File: src/rtl/alu_operand_stage.sv
// alu_operand_stage: ID/EX register with EX/MEM + MEM/WB operand forwarding and load-use bubble insertion.
// Optional saturating bubble counter port is enabled by defining ALU_STAGE_PERF_EN.
package cpu_types_pkg;
   typedef logic [31:0] word_t;
   typedef logic [4:0]  regbits_t;
   typedef enum logic [3:0] {
      ALU_SLL  = 4'd0,
      ALU_SRL  = 4'd1,
      ALU_ADD  = 4'd2,
      ALU_SUB  = 4'd3,
      ALU_AND  = 4'd4,
      ALU_OR   = 4'd5,
      ALU_XOR  = 4'd6,
      ALU_NOR  = 4'd7,
      ALU_SLT  = 4'd8,
      ALU_SLTU = 4'd9
   } aluop_t;
endpackage

module alu_operand_stage
   import cpu_types_pkg::*;
#(
   parameter int LU_BUBBLES = 1,
   parameter int CNT_W      = 16
) (
   input  logic     CLK,
   input  logic     nRST,
   input  logic     dec_valid,
   output logic     dec_ready,
   input  aluop_t   dec_aluop,
   input  regbits_t dec_rs,
   input  regbits_t dec_rt,
   input  word_t    dec_rs_data,
   input  word_t    dec_rt_data,
   input  word_t    dec_imm,
   input  logic     dec_alusrc,
   input  logic     dec_wen,
   input  regbits_t dec_wsel,
   input  logic     dec_memread,
   input  logic     exm_wen,
   input  regbits_t exm_wsel,
   input  word_t    exm_data,
   input  logic     mwb_wen,
   input  regbits_t mwb_wsel,
   input  word_t    mwb_data,
   input  logic     stall,
   input  logic     flush,
   output logic     ex_valid,
   output logic     ex_wen,
   output regbits_t ex_wsel,
   output logic     ex_memread,
   output aluop_t   alu_op,
   output word_t    alu_port_a,
   output word_t    alu_port_b,
   output word_t    ex_rt_fwd
`ifdef ALU_STAGE_PERF_EN
   ,
   output logic [CNT_W-1:0] bubble_cnt
`endif
);

   if (LU_BUBBLES < 1 || LU_BUBBLES > 3 || CNT_W < 1) begin : g_param_check
      $error("alu_operand_stage: LU_BUBBLES must be 1..3 and CNT_W >= 1");
   end

   typedef enum logic [0:0] {
      ST_IDLE   = 1'b0,
      ST_BUBBLE = 1'b1
   } state_t;

   localparam logic [1:0] CNT_INIT = 2'(LU_BUBBLES - 1);

   state_t     state_r, state_nxt_s;
   logic [1:0] cnt_r, cnt_nxt_s;
   logic       hazard_s, bubble_go_s, accept_s;
   regbits_t   rs_r, rt_r;
   word_t      rs_data_r, rt_data_r, imm_r;
   logic       alusrc_r;
   word_t      fwd_rs_s, fwd_rt_s;

   // A retiring MEM/WB write to a live source register replaces the captured/held operand.
   function automatic logic wb_hit(input logic wen, input regbits_t wsel, input regbits_t idx);
      return wen && (idx != 5'd0) && (wsel == idx);
   endfunction

   function automatic word_t fwd_sel(input regbits_t idx, input word_t held,
                                     input logic e_wen, input regbits_t e_wsel, input word_t e_data,
                                     input logic w_wen, input regbits_t w_wsel, input word_t w_data);
      word_t res;
      if (idx == 5'd0)                          res = held;
      else if (e_wen && (e_wsel == idx))        res = e_data;
      else if (w_wen && (w_wsel == idx))        res = w_data;
      else                                      res = held;
      return res;
   endfunction

   assign hazard_s = ex_valid && ex_memread && ex_wen && (ex_wsel != 5'd0) &&
                     ((ex_wsel == dec_rs) || (ex_wsel == dec_rt));

   // Bubble FSM state and countdown register.
   always_ff @(posedge CLK or negedge nRST) begin
      if (!nRST) begin
         state_r <= ST_IDLE;
         cnt_r   <= 2'd0;
      end else begin
         state_r <= state_nxt_s;
         cnt_r   <= cnt_nxt_s;
      end
   end

   // Bubble FSM next state: flush aborts, stall freezes the countdown.
   always_comb begin
      state_nxt_s = state_r;
      cnt_nxt_s   = cnt_r;
      case (state_r)
         ST_IDLE: begin
            if (!flush && !stall && hazard_s && dec_valid) begin
               state_nxt_s = ST_BUBBLE;
               cnt_nxt_s   = CNT_INIT;
            end else begin
               state_nxt_s = ST_IDLE;
               cnt_nxt_s   = cnt_r;
            end
         end
         ST_BUBBLE: begin
            if (flush) begin
               state_nxt_s = ST_IDLE;
               cnt_nxt_s   = 2'd0;
            end else if (stall) begin
               state_nxt_s = ST_BUBBLE;
               cnt_nxt_s   = cnt_r;
            end else if (cnt_r == 2'd0) begin
               state_nxt_s = ST_IDLE;
               cnt_nxt_s   = 2'd0;
            end else begin
               state_nxt_s = ST_BUBBLE;
               cnt_nxt_s   = cnt_r - 2'd1;
            end
         end
         default: begin
            state_nxt_s = ST_IDLE;
            cnt_nxt_s   = 2'd0;
         end
      endcase
   end

   // Handshake outputs; a flushed cycle never accepts even if dec_ready is high.
   always_comb begin
      dec_ready   = 1'b0;
      bubble_go_s = 1'b0;
      if (state_r == ST_IDLE) begin
         dec_ready   = !stall && !hazard_s;
         bubble_go_s = hazard_s && dec_valid && !stall && !flush;
      end else begin
         dec_ready   = 1'b0;
         bubble_go_s = 1'b0;
      end
      accept_s = dec_valid && dec_ready && !flush && !bubble_go_s;
   end

   // ID/EX register: capture on accept, otherwise hold data and track MEM/WB writes.
   always_ff @(posedge CLK or negedge nRST) begin
      if (!nRST) begin
         ex_valid   <= 1'b0;
         ex_wen     <= 1'b0;
         ex_wsel    <= 5'd0;
         ex_memread <= 1'b0;
         alu_op     <= aluop_t'(4'd0);
         rs_r       <= 5'd0;
         rt_r       <= 5'd0;
         rs_data_r  <= 32'd0;
         rt_data_r  <= 32'd0;
         imm_r      <= 32'd0;
         alusrc_r   <= 1'b0;
      end else if (accept_s) begin
         ex_valid   <= 1'b1;
         ex_wen     <= dec_wen;
         ex_wsel    <= dec_wsel;
         ex_memread <= dec_memread;
         alu_op     <= dec_aluop;
         rs_r       <= dec_rs;
         rt_r       <= dec_rt;
         rs_data_r  <= wb_hit(mwb_wen, mwb_wsel, dec_rs) ? mwb_data : dec_rs_data;
         rt_data_r  <= wb_hit(mwb_wen, mwb_wsel, dec_rt) ? mwb_data : dec_rt_data;
         imm_r      <= dec_imm;
         alusrc_r   <= dec_alusrc;
      end else begin
         ex_valid   <= (stall && !flush) ? ex_valid : 1'b0;
         rs_data_r  <= wb_hit(mwb_wen, mwb_wsel, rs_r) ? mwb_data : rs_data_r;
         rt_data_r  <= wb_hit(mwb_wen, mwb_wsel, rt_r) ? mwb_data : rt_data_r;
      end
   end

   // Operand forwarding on registered indices; EX/MEM has priority over MEM/WB.
   always_comb begin
      fwd_rs_s  = fwd_sel(rs_r, rs_data_r, exm_wen, exm_wsel, exm_data, mwb_wen, mwb_wsel, mwb_data);
      fwd_rt_s  = fwd_sel(rt_r, rt_data_r, exm_wen, exm_wsel, exm_data, mwb_wen, mwb_wsel, mwb_data);
      alu_port_a = fwd_rs_s;
      ex_rt_fwd  = fwd_rt_s;
      if (alusrc_r) begin
         alu_port_b = imm_r;
      end else begin
         alu_port_b = fwd_rt_s;
      end
   end

`ifdef ALU_STAGE_PERF_EN
   // Saturating count of cycles spent in the bubble state.
   always_ff @(posedge CLK or negedge nRST) begin
      if (!nRST) begin
         bubble_cnt <= '0;
      end else if ((state_r == ST_BUBBLE) && (bubble_cnt != {CNT_W{1'b1}})) begin
         bubble_cnt <= bubble_cnt + CNT_W'(1);
      end else begin
         bubble_cnt <= bubble_cnt;
      end
   end
`endif

endmodule

File: config.mk
export PLATFORM = sky130hd
export DESIGN_NAME = alu_operand_stage
export DESIGN_NICKNAME = d
export VERILOG_FILES = /design/src/rtl/alu_operand_stage.sv
export SDC_FILE = /design/constraint.sdc
export NUM_CORES = 1
export LEC_CHECK = 0
export ABC_CLOCK_PERIOD_IN_PS = 2200
export CAP_MARGIN = 40
export CORE_AREA = 8 8 149 151
export CTS_CLUSTER_DIAMETER = 30
export CTS_CLUSTER_SIZE = 10
export DETAILED_ROUTE_END_ITERATION = 7
export DIE_AREA = 0 0 157 159
export GPL_TIMING_DRIVEN = 0
export PLACE_DENSITY = 0.79
export SLEW_MARGIN = 20
export SYNTH_ARGS = -nofsm -noshare
export SYNTH_HDL_FRONTEND = slang
export SYNTH_SLANG_ARGS = --single-unit
File: constraint.sdc
create_clock -name CLK -period 2.2 [get_ports CLK]
set_clock_uncertainty 0.2 [all_clocks]
set_input_delay 0.44 -clock CLK [delete_from_list [all_inputs] [get_ports CLK]]
set_output_delay 0.44 -clock CLK [all_outputs]
set_load 0.02 [all_outputs]
### After elaboration in Yosys (flattened, before gate mapping)

Index checks and enable logic that the tools add are counted.

* bits of input ports: 199
* bits in registers: 122

* add/subtract/negate cells: 1
* equality and inequality tests: 11
* reductions and logical operators: 43
* muxes and demuxes: 27
* bitwise operators: 1

Operators with widths (number)
* $mux 32: 13
* $eq 5x5->1: 8
* $logic_and 1x1->1: 27
* $reduce_bool 5->1: 5
* $logic_not 5->1: 2
* $mux 1: 8
* $mux 2: 4
* $logic_not 1->1: 4
* $ne 2x2->1 const B: 2
* $pmux 2 s2: 1
* $reduce_bool 2->1: 2
* $ne 3x3->1 const B: 1
* $logic_not 2->1: 1
* $pmux 1 s2: 1
* $reduce_and 2->1: 1
* $sub 2x1->2 const B: 1
* $logic_or 1x1->1: 1
* $not 1->1: 1

### Logic depth before layout (Yosys ltp)

Gate-level depths: netlist of run 1.

* word-level depth: 11
* depth in mapped cells: 9
* gate-level depth less buffers: 6

### Worst setup path after synthesis of run 1

No wires, ideal clock.

* path kind: input to output
* start: input port mwb_wsel[4]
* end: output port alu_port_a[10]
* slack: -458 ps
* arrival: 2018 ps
* cell stages on the path: 8
* required time: 1560 ps
* buffers on the path: 2
* path through: clkbuf_2 > xor2_1 > nor4_1 > and3_1 > o21a_1 > buf_1 > nor2_1 > a21oi_1

* word-level cells in the longest chain between the ends: 5

RTL lines
* start: declaration: RTL line 44 `input regbits_t mwb_wsel,`
* $eq 5x5->1: RTL line 92 `else if (w_wen && (w_wsel == idx)) res = w_data;`
* $logic_and 1x1->1: RTL line 92
* $mux 32: RTL line 92
* $mux 32: RTL line 91 `else if (e_wen && (e_wsel == idx)) res = e_data;`
* $mux 32: RTL line 90 `if (idx == 5'd0) res = held;`
* end: declaration: RTL line 53 `output word_t alu_port_a,`

No other way between the ends.

### Worst setup path after layout of run 1

* start: register rt_r[2]
* end: output port alu_port_b[11]

* word-level cells in the longest chain between the ends: 6

RTL lines
* start: declaration: RTL line 76 `regbits_t rs_r, rt_r;`
* start signal: assignment: RTL line 182 `rt_r <= dec_rt;`
* $eq 5x5->1: RTL line 92
* $logic_and 1x1->1: RTL line 92
* $mux 32: RTL line 92
* $mux 32: RTL line 91
* $mux 32 *: RTL line 90
* $mux 32 *: RTL line 200 `if (alusrc_r) begin`
* end: declaration: RTL line 54 `output word_t alu_port_b,`

Mark *: on every way between the ends. The rest lies on a longest branch, timed or not.

==> impl_metrics.tcl, run 1 <==
set metrics [dict create \
    status "finished, violations left" \
    violations "setup timing" \
    crit_end "alu_port_b[11]" \
    initial_core_util_pct 39.9 \
    dr.first_iter.drc_count 386 \
    yosys_warnings 0 \
    critPathKind "reg2out" \
    via_per_inst 5.52 \
    track_usage_pct 26.6 \
    grt_overflow 0 \
    die_h_um 159 \
    cp.arrival_ns 2.67 \
    pwr-share-clk_pct 22.1 \
    period_needed_ns 3.31 \
    vias 7896 \
    slew_viol_final 0 \
    power_frac_seq_pct 25.7 \
    rsz0062_at_grt "yes" \
    p_sw_share_pct 35.2 \
    finalSetupViolCount 215 \
    rrSetupSlack_ns -0.44 \
    clock_latency_ns 0.42 \
    area_growth_pct 97.6 \
    ys_ff_latch 122 \
    grt_pass1_vias 8544 \
    grt_first_pass_wirelength_mm 50.9 \
    die_w_um 157 \
    p_leak_uw 0.00656 \
    io_buffers 306 \
    maxSlewHeadroom_pct 50.6 \
    final_cell_mix "184 x clkdlybuf4s50_1, 152 x mux2_4, 117 x buf_6" \
    ant_nets 0 \
    die_area_um2 25000 \
    cts-buffers-inserted 17 \
    timing.rr.start "state_r" \
    antenna_found_initial 2 \
    p_int_uw 8310 \
    setup_tns_ns -125.72 \
    drcViolationCount 0 \
    setup_ws_ns -1.11 \
    clkSlewWorstSetupHoldPaths_ns 0.06 \
    final_common_cell "clkdlybuf4s50_1" \
    seq_area_frac_synth_pct 38.5 \
    cts.sinks 122 \
    post_dp_cell_area_um2 12700 \
    yosys.cell_types.count 42 \
    peakVddDrop_mv 0.606 \
    async_flop_share_pct 100 \
    p_total_uw 12800 \
    clockRootBuffer "clkbuf_16" \
    firstDrtPassIters 4 \
    drive_above_1_share_pct 57.8 \
    io_pins 308 \
    fin_area_um2 15700 \
    fin_nets 1345 \
    maxCapViolations 0 \
    synthCells 713 \
    power_per_cell_area_nw_per_um2 819 \
    syn_nets 912 \
    cts_buffer_depth 2 \
    p_switching_uw 4510 \
    p_comb_share_pct 52.2 \
    finalHoldViolations 0 \
    synth_edf_count 0 \
    synth_flop_cell "dfrtp_1" \
    startpoint_type "flip-flop" \
    rows 52 \
    core_um2 19800 \
    cts_tree "yes" \
    cp-end-kind "output pin" \
    tightest_slew_ns 0.741 \
    fmaxAchievable_mhz 302 \
    routedWlPerCell_um 24.7 \
    worstPathRequired_ns 1.56 \
    syn_area_per_cell_um2 11.1 \
    syn-cell-area_um2 7920 \
    r2r-end "rs_data_r[13]" \
    grt_max_degree 63 \
    finalCritPeriodShare_pct 150 \
    dp.final_hpwl_mm 22.7 \
    crit_fanout 10 \
    h-tree-depth 4 \
    whs_ns 0.311 \
    n_fill_cell 1176 \
    gp_congestion 0.844 \
    finalWirelength_mm 35.3 \
    startpoint "rt_r[2]" \
    min_path_type "reg2reg" \
    rr_worst_depth 8 \
]
power by group through the flow:
stage	clock network, uW	registers (uW)	logic, uW
final	2830	3300	6690
after global routing	2950	3360	7000
after CTS	2850	3200	6210
after detailed placement	0	3200	5590
after global placement	0	3180	5510
after floorplan	0	3150	3290
cell usage after synthesis, types with 2 or more instances:
| master | n | share of area, % |
|---|---|---|
| a21o_1 | 2 | 0.19 |
| a21oi_2 | 4 | 0.44 |
| o22ai_1 | 32 | 2.5 |
| dfrtp_1 | 122 | 39 |
| nand3_1 | 5 | 0.32 |
| nor4_1 | 4 | 0.32 |
| and3_1 | 3 | 0.24 |
| nand2_1 | 9 | 0.43 |
| o22a_1 | 32 | 3.5 |
| and2_1 | 2 | 0.16 |
| inv_1 | 33 | 1.6 |
| buf_2 | 14 | 0.88 |
| a221oi_4 | 2 | 0.66 |
| xnor2_1 | 20 | 2.2 |
| clkbuf_1 | 19 | 0.90 |
| nor4_2 | 3 | 0.47 |
| mux2_1 | 28 | 4.0 |
| nor3_1 | 37 | 2.3 |
| buf_6 | 9 | 1.3 |
| a21oi_1 | 32 | 2.0 |
| o21a_1 | 2 | 0.19 |
| nor2_1 | 36 | 1.7 |
| mux2_2 | 154 | 22 |
| buf_1 | 4 | 0.19 |
| xor2_1 | 18 | 2.0 |
| mux2_4 | 32 | 6.1 |
| a31oi_1 | 32 | 2.5 |
| buf_4 | 9 | 0.85 |
worst max-delay path, cell delays in order, from the launching register on:
cell      delay [ns]
dfrtp_1         0.44
xnor2_1         0.15
nand4_1         0.22
buf_6           0.22
clkbuf_2        0.20
nor3_1          0.30
a31oi_1         0.10
o22a_4          0.21
mux2_4          0.27
buf_6           0.13
through the flow:
step	util, %	std cells	setup WS [ns]
floorplan	-	713	-0.362
global placement	63.8	1289	-4.81
detailed placement	64.1	1292	-2.00
CTS	75.2	1397	-1.06
global route	78.9	1430	-1.20
finish	78.9	1430	-1.11
what timing repair did:
action | CTS | global route
pin swaps | 25 | 19
setup endpoints to repair | 216 | 220
gates cloned | 12 | 8
hold endpoints to repair | 60 | 0
buffers inserted | 61 | 45
hold buffers | 1 | 0
gates resized for setup | 744 | 143
final cells by class:
cell class	instances	area, um2	share of cell area (%)
antenna	1	2.50	0.0160
buffer	48	592	3.78
clock buffer	22	464	2.97
clock inverter	10	119	0.759
inverter	33	124	0.791
multi-input combinational	502	6310	40.3
sequential	122	3060	19.6
tap	270	338	2.16
timing repair buffer	422	4640	29.6
layer usage:
layer | track usage [%] | vias to the layer above | wire length [um]
li1 | - | 3514 | -
met1 | 31.8 | 4025 | 14300
met2 | 44.7 | 308 | 17500
met3 | 8.17 | 47 | 2760
met4 | 8.00 | 2 | 682
met5 | 0 | - | 17
kinds of logic (layout without fill, tap and decap cells):
family	Yosys count	count (layout)	synth area share (%)
buf+inv	89	535	5.73
flops	122	122	38.5
mux	214	214	31.9
xor+xnor	38	38	4.20
other cells	0	1	0
simple gates	104	104	6.46
compound gates	146	146	13.1
registers in the layout, summed over array words and instances (netlist names):
signal / cells
imm_r: 32
rs_data_r: 32
rt_data_r: 32
ex_wsel: 5
rs_r: 5
rt_r: 5
alu_op: 4
cnt_r: 2
alusrc_r: 1
ex_memread: 1
ex_valid: 1
ex_wen: 1
state_r: 1
worst min-delay path by stage:
stage / start / end / slack [ns] / cells past startpoint
floorplan: nRST / alu_op[0] / -0.06 / 0
global placement: rs_data_r[28] / rs_data_r[28] / 0.29 / 1
detailed placement: nRST / rs_data_r[10] / 0.21 / 1
CTS: flush / ex_valid / 0.28 / 3
global route: imm_r[26] / imm_r[26] / 0.33 / 1
finish: rs_data_r[20] / rs_data_r[20] / 0.31 / 1
Power figures use the tool's default switching activity.
==> run 2: changes to the inputs <==
CORE_AREA = 8 8 206 110   (was 8 8 149 151)
DIE_AREA = 0 0 214 118   (was 0 0 157 159)
PLACE_DENSITY = 0.8   (was 0.79)
==> run 2 against run 1 <==
Compared with the run above:
- the run still ends with setup timing left
- clock power up 8.1%
- core utilization rose by 2.1 points
- die area up 1.2%
- count of clock-buffer cells in the layout grew 2
- sequential power hardly changed
- wire length up 9.4%
- non-clock buffer count down 4
- register-to-register slack barely moved
- critical path type unchanged
==> impl_metrics.tcl, run 2 (synthesized netlist as in run 1, its figures left out) <==
set metrics [dict create \
    status "finished, violations left" \
    violations "setup timing" \
    antenna_found_initial 5 \
    min_path_type "reg2reg" \
    tightest_slew_ns 0.813 \
    dp.final_hpwl_mm 24.7 \
    area_growth_pct 103 \
    startpoint_type "flip-flop" \
    rsz0062_at_grt "yes" \
    grt_first_pass_wirelength_mm 56.1 \
    die_h_um 118 \
    drive_above_1_share_pct 60.0 \
    fmaxAchievable_mhz 296 \
    clock_latency_ns 0.41 \
    grt_max_degree 64 \
    clkSlewWorstSetupHoldPaths_ns 0.06 \
    clockRootBuffer "clkbuf_16" \
    pwr-share-clk_pct 22.8 \
    reg_top3 "imm_r: 32 flops, rs_data_r: 32 flops, rt_data_r: 32 flops" \
    slew_viol_final 0 \
    peakVddDrop_mv 0.631 \
    finalWirelength_mm 38.6 \
    final_common_cell "clkdlybuf4s50_1" \
    cts_tree "yes" \
    setup_ws_ns -1.18 \
    cts-buffers-inserted 17 \
    gp_congestion 0.830 \
    cts_buffer_depth 2 \
    cp.arrival_ns 2.74 \
    p_comb_share_pct 52.6 \
    rows 37 \
    p_switching_uw 4660 \
    n_fill_cell 1050 \
    final_cell_mix "185 x clkdlybuf4s50_1, 157 x mux2_4, 132 x buf_6" \
    vias 7978 \
    grt_overflow 0 \
    p_sw_share_pct 34.8 \
    cp-end-kind "output pin" \
    grt_pass1_vias 8786 \
    track_usage_pct 28.6 \
    critPathKind "reg2out" \
    p_leak_uw 0.00665 \
    cts.sinks 122 \
    p_int_uw 8730 \
    power_frac_seq_pct 24.5 \
    die_w_um 214 \
    crit_fanout 5 \
    p_total_uw 13400 \
    ant_nets 0 \
    dr.first_iter.drc_count 534 \
    maxCapViolations 0 \
    period_needed_ns 3.38 \
    drcViolationCount 0 \
    finalHoldViolations 0 \
    die_area_um2 25300 \
    io_pins 308 \
    fin_nets 1341 \
    firstDrtPassIters 4 \
    via_per_inst 5.57 \
    h-tree-depth 4 \
    maxSlewHeadroom_pct 45.8 \
    power_per_cell_area_nw_per_um2 832 \
    setup_tns_ns -128.84 \
    worstPathRequired_ns 1.56 \
    core_um2 19900 \
    finalSetupViolCount 216 \
    io_buffers 306 \
    initial_core_util_pct 39.9 \
    finalCritPeriodShare_pct 154 \
    routedWlPerCell_um 26.9 \
]
## run 2: cell count changes in the layout (fill, tap and decap cells not counted), sizes merged
cell and delta:
clkdlybuf4s15 +1, buf -3, diode +3, clkdlybuf4s50 +1, clkinv -1, dlymetal6s2s -2, bufinv +2, clkinvlp -3
dlygate4sd2 +1
## run 2: final timing paths
kind                              start              to  slack [ns]  cells past startpoint
max                             rt_r[4]  alu_port_b[15]       -1.18                      9
min                        rs_data_r[4]    rs_data_r[4]        0.31                      1
max reg2reg                     state_r   rt_data_r[26]       -0.45                      8
min reg2reg                rs_data_r[4]    rs_data_r[4]        0.31                      1
max in group asynchronous          nRST         rs_r[2]        0.70                      3
min in group asynchronous          nRST        imm_r[8]        0.36                      2
## run 2: what timing repair did
action	in CTS	in global routing
pin swaps	30	34
buffers inserted	55	41
setup endpoints to repair	216	217
hold endpoints to repair	59	0
gates cloned	23	3
resized for setup	794	162
hold buffers	1	0
## run 2: critical path: stages, from the launching register on
cell and delay, ns:
dfrtp_1 0.42, xor2_1 0.20, nor4_2 0.36, and3_4 0.28, buf_12 0.15, buf_8 0.13, a31oi_1 0.11, o22a_4 0.22
mux2_4 0.28, buf_4 0.16
## run 2: power by group through the flow
stage	Clock [uW]	Combinational, uW	Sequential, uW
floorplan	0	3290	3150
global placement	0	5560	3170
detailed placement	0	5650	3200
CTS	3080	6480	3210
global route	3200	7320	3340
finish	3060	7040	3280
## run 2: stage by stage
step	hold slack, ns	cell area, um2	setup slack, ns	util [%]	std cells
6_report	0.307	16100	-1.18	81.0	1432
5_1_grt	0.320	16100	-1.24	81.0	1432
4_1_cts	0.301	15500	-1.08	78.0	1405
3_5_place_dp	0.214	12700	-1.91	64.1	1295
3_3_place_gp	0.288	12700	-4.70	63.8	1292
2_1_floorplan	-0.0556	9260	-0.362	-	713
## run 2: routing by layer
metal	global-route usage (%)	vias to the layer above	part of all wire [%]
met1	38.9	4078	45
met4	8.11	2	1.4
met3	8.67	33	7.8
met5	0	-	0.023
li1	-	3510	-
met2	43.2	355	46
## run 2: cell type report
class | count | area (um2) | share of cell area [%]
Antenna cell | 4 | 10.0 | 0.0622
Buffer | 46 | 567 | 3.52
Multi-Input combinational cell | 502 | 6580 | 40.9
Timing Repair Buffer | 420 | 4780 | 29.7
Inverter | 33 | 124 | 0.770
Clock inverter | 8 | 140 | 0.871
Tap cell | 273 | 342 | 2.12
Clock buffer | 24 | 482 | 2.99
Sequential cell | 122 | 3060 | 19.0
==> run 3: changes to the inputs <==
ABC_CLOCK_PERIOD_IN_PS = 3900   (was 2200)
CORE_AREA = 8 8 138 140   (was 8 8 206 110)
DIE_AREA = 0 0 146 148   (was 0 0 214 118)
PLACE_DENSITY = 0.88   (was 0.8)
clock period = 3.9 ns   (was 2.2 ns; I/O delays follow)
==> run 3 against run 2 <==
Compared with the run above:
- the run now ends clean
- via count shrank 7.7%
- cell area decreased by 25%
- final cell count is 10% lower
- sequential share of layout area rose by 6.4 points
- total power down 55%
- clock power decreased by 46%
- wire length is 22% lower
- worst setup slack improved by 1.2 ns
- non-clock buffer count fell by 95
- combinational power down 64%
- core utilization decreased by 10 points
- die area is 14% lower
- critical endpoint is now alu_port_b[12]
- largest power group unchanged
==> impl_metrics.tcl, run 3 (synthesized netlist as in run 1, its figures left out) <==
set metrics [dict create \
    post_dp_cell_area_um2 11300 \
    h-tree-depth 4 \
    dr.first_iter.drc_count 532 \
    grt_pass1_vias 7927 \
    finalCritPeriodShare_pct 98.5 \
    reg_top3 "imm_r: 32 flops, rs_data_r: 32 flops, rt_data_r: 32 flops" \
    startpoint_type "input port" \
    die_h_um 148 \
    maxCapViolations 0 \
    p_sw_share_pct 35.1 \
    grt_max_degree 63 \
    worstPathRequired_ns 2.92 \
    die_area_um2 21600 \
    clkSlewWorstSetupHoldPaths_ns 0.06 \
    fin_nets 1246 \
    antenna_found_initial 1 \
    ant_nets 0 \
    crit_top_cell "buf_2" \
    multi_input_area_um2 4610 \
    finalWirelength_mm 30.1 \
    grt_overflow 0 \
    cp.arrival_ns 2.86 \
    grt_first_pass_wirelength_mm 46.2 \
    cts_buffer_depth 2 \
    cts-buffers-inserted 17 \
    cts.sinks 122 \
    slowest_delay_ns 0.53 \
    power_per_cell_area_nw_per_um2 498 \
    n_fill_cell 1253 \
    dp.final_hpwl_mm 22.0 \
    seqCellArea_um2 3050 \
    firstDrtPassIters 5 \
    final_common_cell "clkdlybuf4s50_1" \
    startpoint "exm_wen" \
    cp-end-kind "output pin" \
    fmaxAchievable_mhz 260 \
    critPathKind "in2out" \
    fin_area_um2 12000 \
    core_um2 16900 \
    routedWlPerCell_um 23.5 \
    crit_end "alu_port_b[12]" \
    clock_latency_ns 0.42 \
    power_frac_seq_pct 29.6 \
    critPathSlowestCell "clkdlybuf4s50_1" \
    final_cell_mix "200 x clkdlybuf4s50_1, 151 x mux2_2, 122 x dfrtp_1" \
    p_leak_uw 0.00498 \
    gp_congestion 0.926 \
    antenna_cells 0 \
    vias 7367 \
    rows 48 \
    p_switching_uw 2100 \
    io_buffers 306 \
    worstPathCellList "clkdlybuf4s50_1 -> nand2_2 -> or2_1 -> buf_6 -> buf_2 -> a31oi_1 -> o22a_1 -> mux2_2 -> buf_2" \
    p_int_uw 3890 \
    via_per_inst 5.73 \
    finalHoldViolations 0 \
    pwr-share-clk_pct 27.6 \
    min_path_type "in2async" \
    slew_viol_final 0 \
    period_needed_ns 3.84 \
    peakVddDrop_mv 0.308 \
    cts_tree "yes" \
    timing.rr.start "ex_wsel[0]" \
    drcViolationCount 0 \
    rrSetupSlack_ns 1.14 \
    track_usage_pct 27.4 \
    initial_core_util_pct 46.8 \
    maxSlewHeadroom_pct 50.8 \
    status "finished, final reports clean" \
    io_pins 308 \
    whs_ns 0.0997 \
    rsz0062_at_grt "yes" \
    drive_above_1_share_pct 34.1 \
    area_growth_pct 51.7 \
    crit_fanout 10 \
    finalSetupViolCount 0 \
    die_w_um 146 \
    rr_worst_depth 6 \
    p_comb_share_pct 42.8 \
    r2r-end "rs_data_r[30]" \
    tightest_slew_ns 0.738 \
    clockRootBuffer "clkbuf_16" \
]
-- run 3: changes by cell type in the layout (fill, tap and decap cells not counted), moves of 27 or more --
cell	delta
o22ai_1	+32
buf_2	+27
o22ai_4	-32
mux2_1	+28
a21oi_1	+32
mux2_2	+94
buf_12	-38
a21oi_4	-35
mux2_4	-122
buf_6	-118
-- run 3: per-stage QoR --
step	setup slack [ns]	std cells	util, %	setup TNS (ns)	power, uW
2_1_floorplan	0.562	713	-	0	3210
3_3_place_gp	-3.32	1244	66.5	-483.99	4460
3_5_place_dp	-0.980	1245	66.7	-79.35	4510
4_1_cts	0.00917	1284	70.5	0	5980
5_1_grt	-0.0127	1285	71.0	-0.0261	6250
6_report	0.0582	1285	71.0	0	5990
-- run 3: cell type report --
type	count	share of cell area, %
tap	225	2.34
multi-input combinational	502	38.3
clock buffer	25	4.12
timing repair buffer	315	24.5
inverter	33	1.03
clock inverter	7	0.937
sequential	122	25.4
buffer	56	3.34
-- run 3: power groups by stage --
stage	clock (uW)	sequential, uW	combinational (uW)
2_1_floorplan	0	1750	1460
3_3_place_gp	0	1760	2700
3_5_place_dp	0	1780	2730
4_1_cts	1670	1760	2540
5_1_grt	1730	1800	2720
6_report	1650	1770	2560
-- run 3: layer usage --
layer	global-route usage (%)	vias to the layer above	part of all wire (%)
met5	0	-	0.043
met4	8.19	2	1.7
met3	9.72	40	9.1
met2	46.7	362	49
met1	32.0	3667	40
li1	-	3296	-
-- run 3: worst min-delay path by stage --
stage | from | endpoint | slack, ns | cells after the start
after floorplan | imm_r[0] | imm_r[0] | 0.27 | 1
after global placement | imm_r[10] | imm_r[10] | 0.28 | 1
after detailed placement | imm_r[7] | imm_r[7] | 0.29 | 1
after CTS | nRST | imm_r[11] | 0.12 | 1
after global routing | nRST | imm_r[11] | 0.13 | 1
final | nRST | imm_r[11] | 0.1 | 1
-- run 3: critical path, delay by kind of cell --
kind / cells / cell delay, ns
AND/OR/NAND/NOR: 2 / 0.42
multiplexers: 1 / 0.17
buffers and inverters: 4 / 1.04
AO/OA/AOI/OAI: 2 / 0.45
-- run 3: timing repair --
action | CTS | global route
cloned | 1 | 0
hold buffers | 0 | 0
setup buffers | 6 | 1
gates resized for setup | 279 | 62
pin swaps | 20 | 12
setup endpoints to repair | 96 | 83
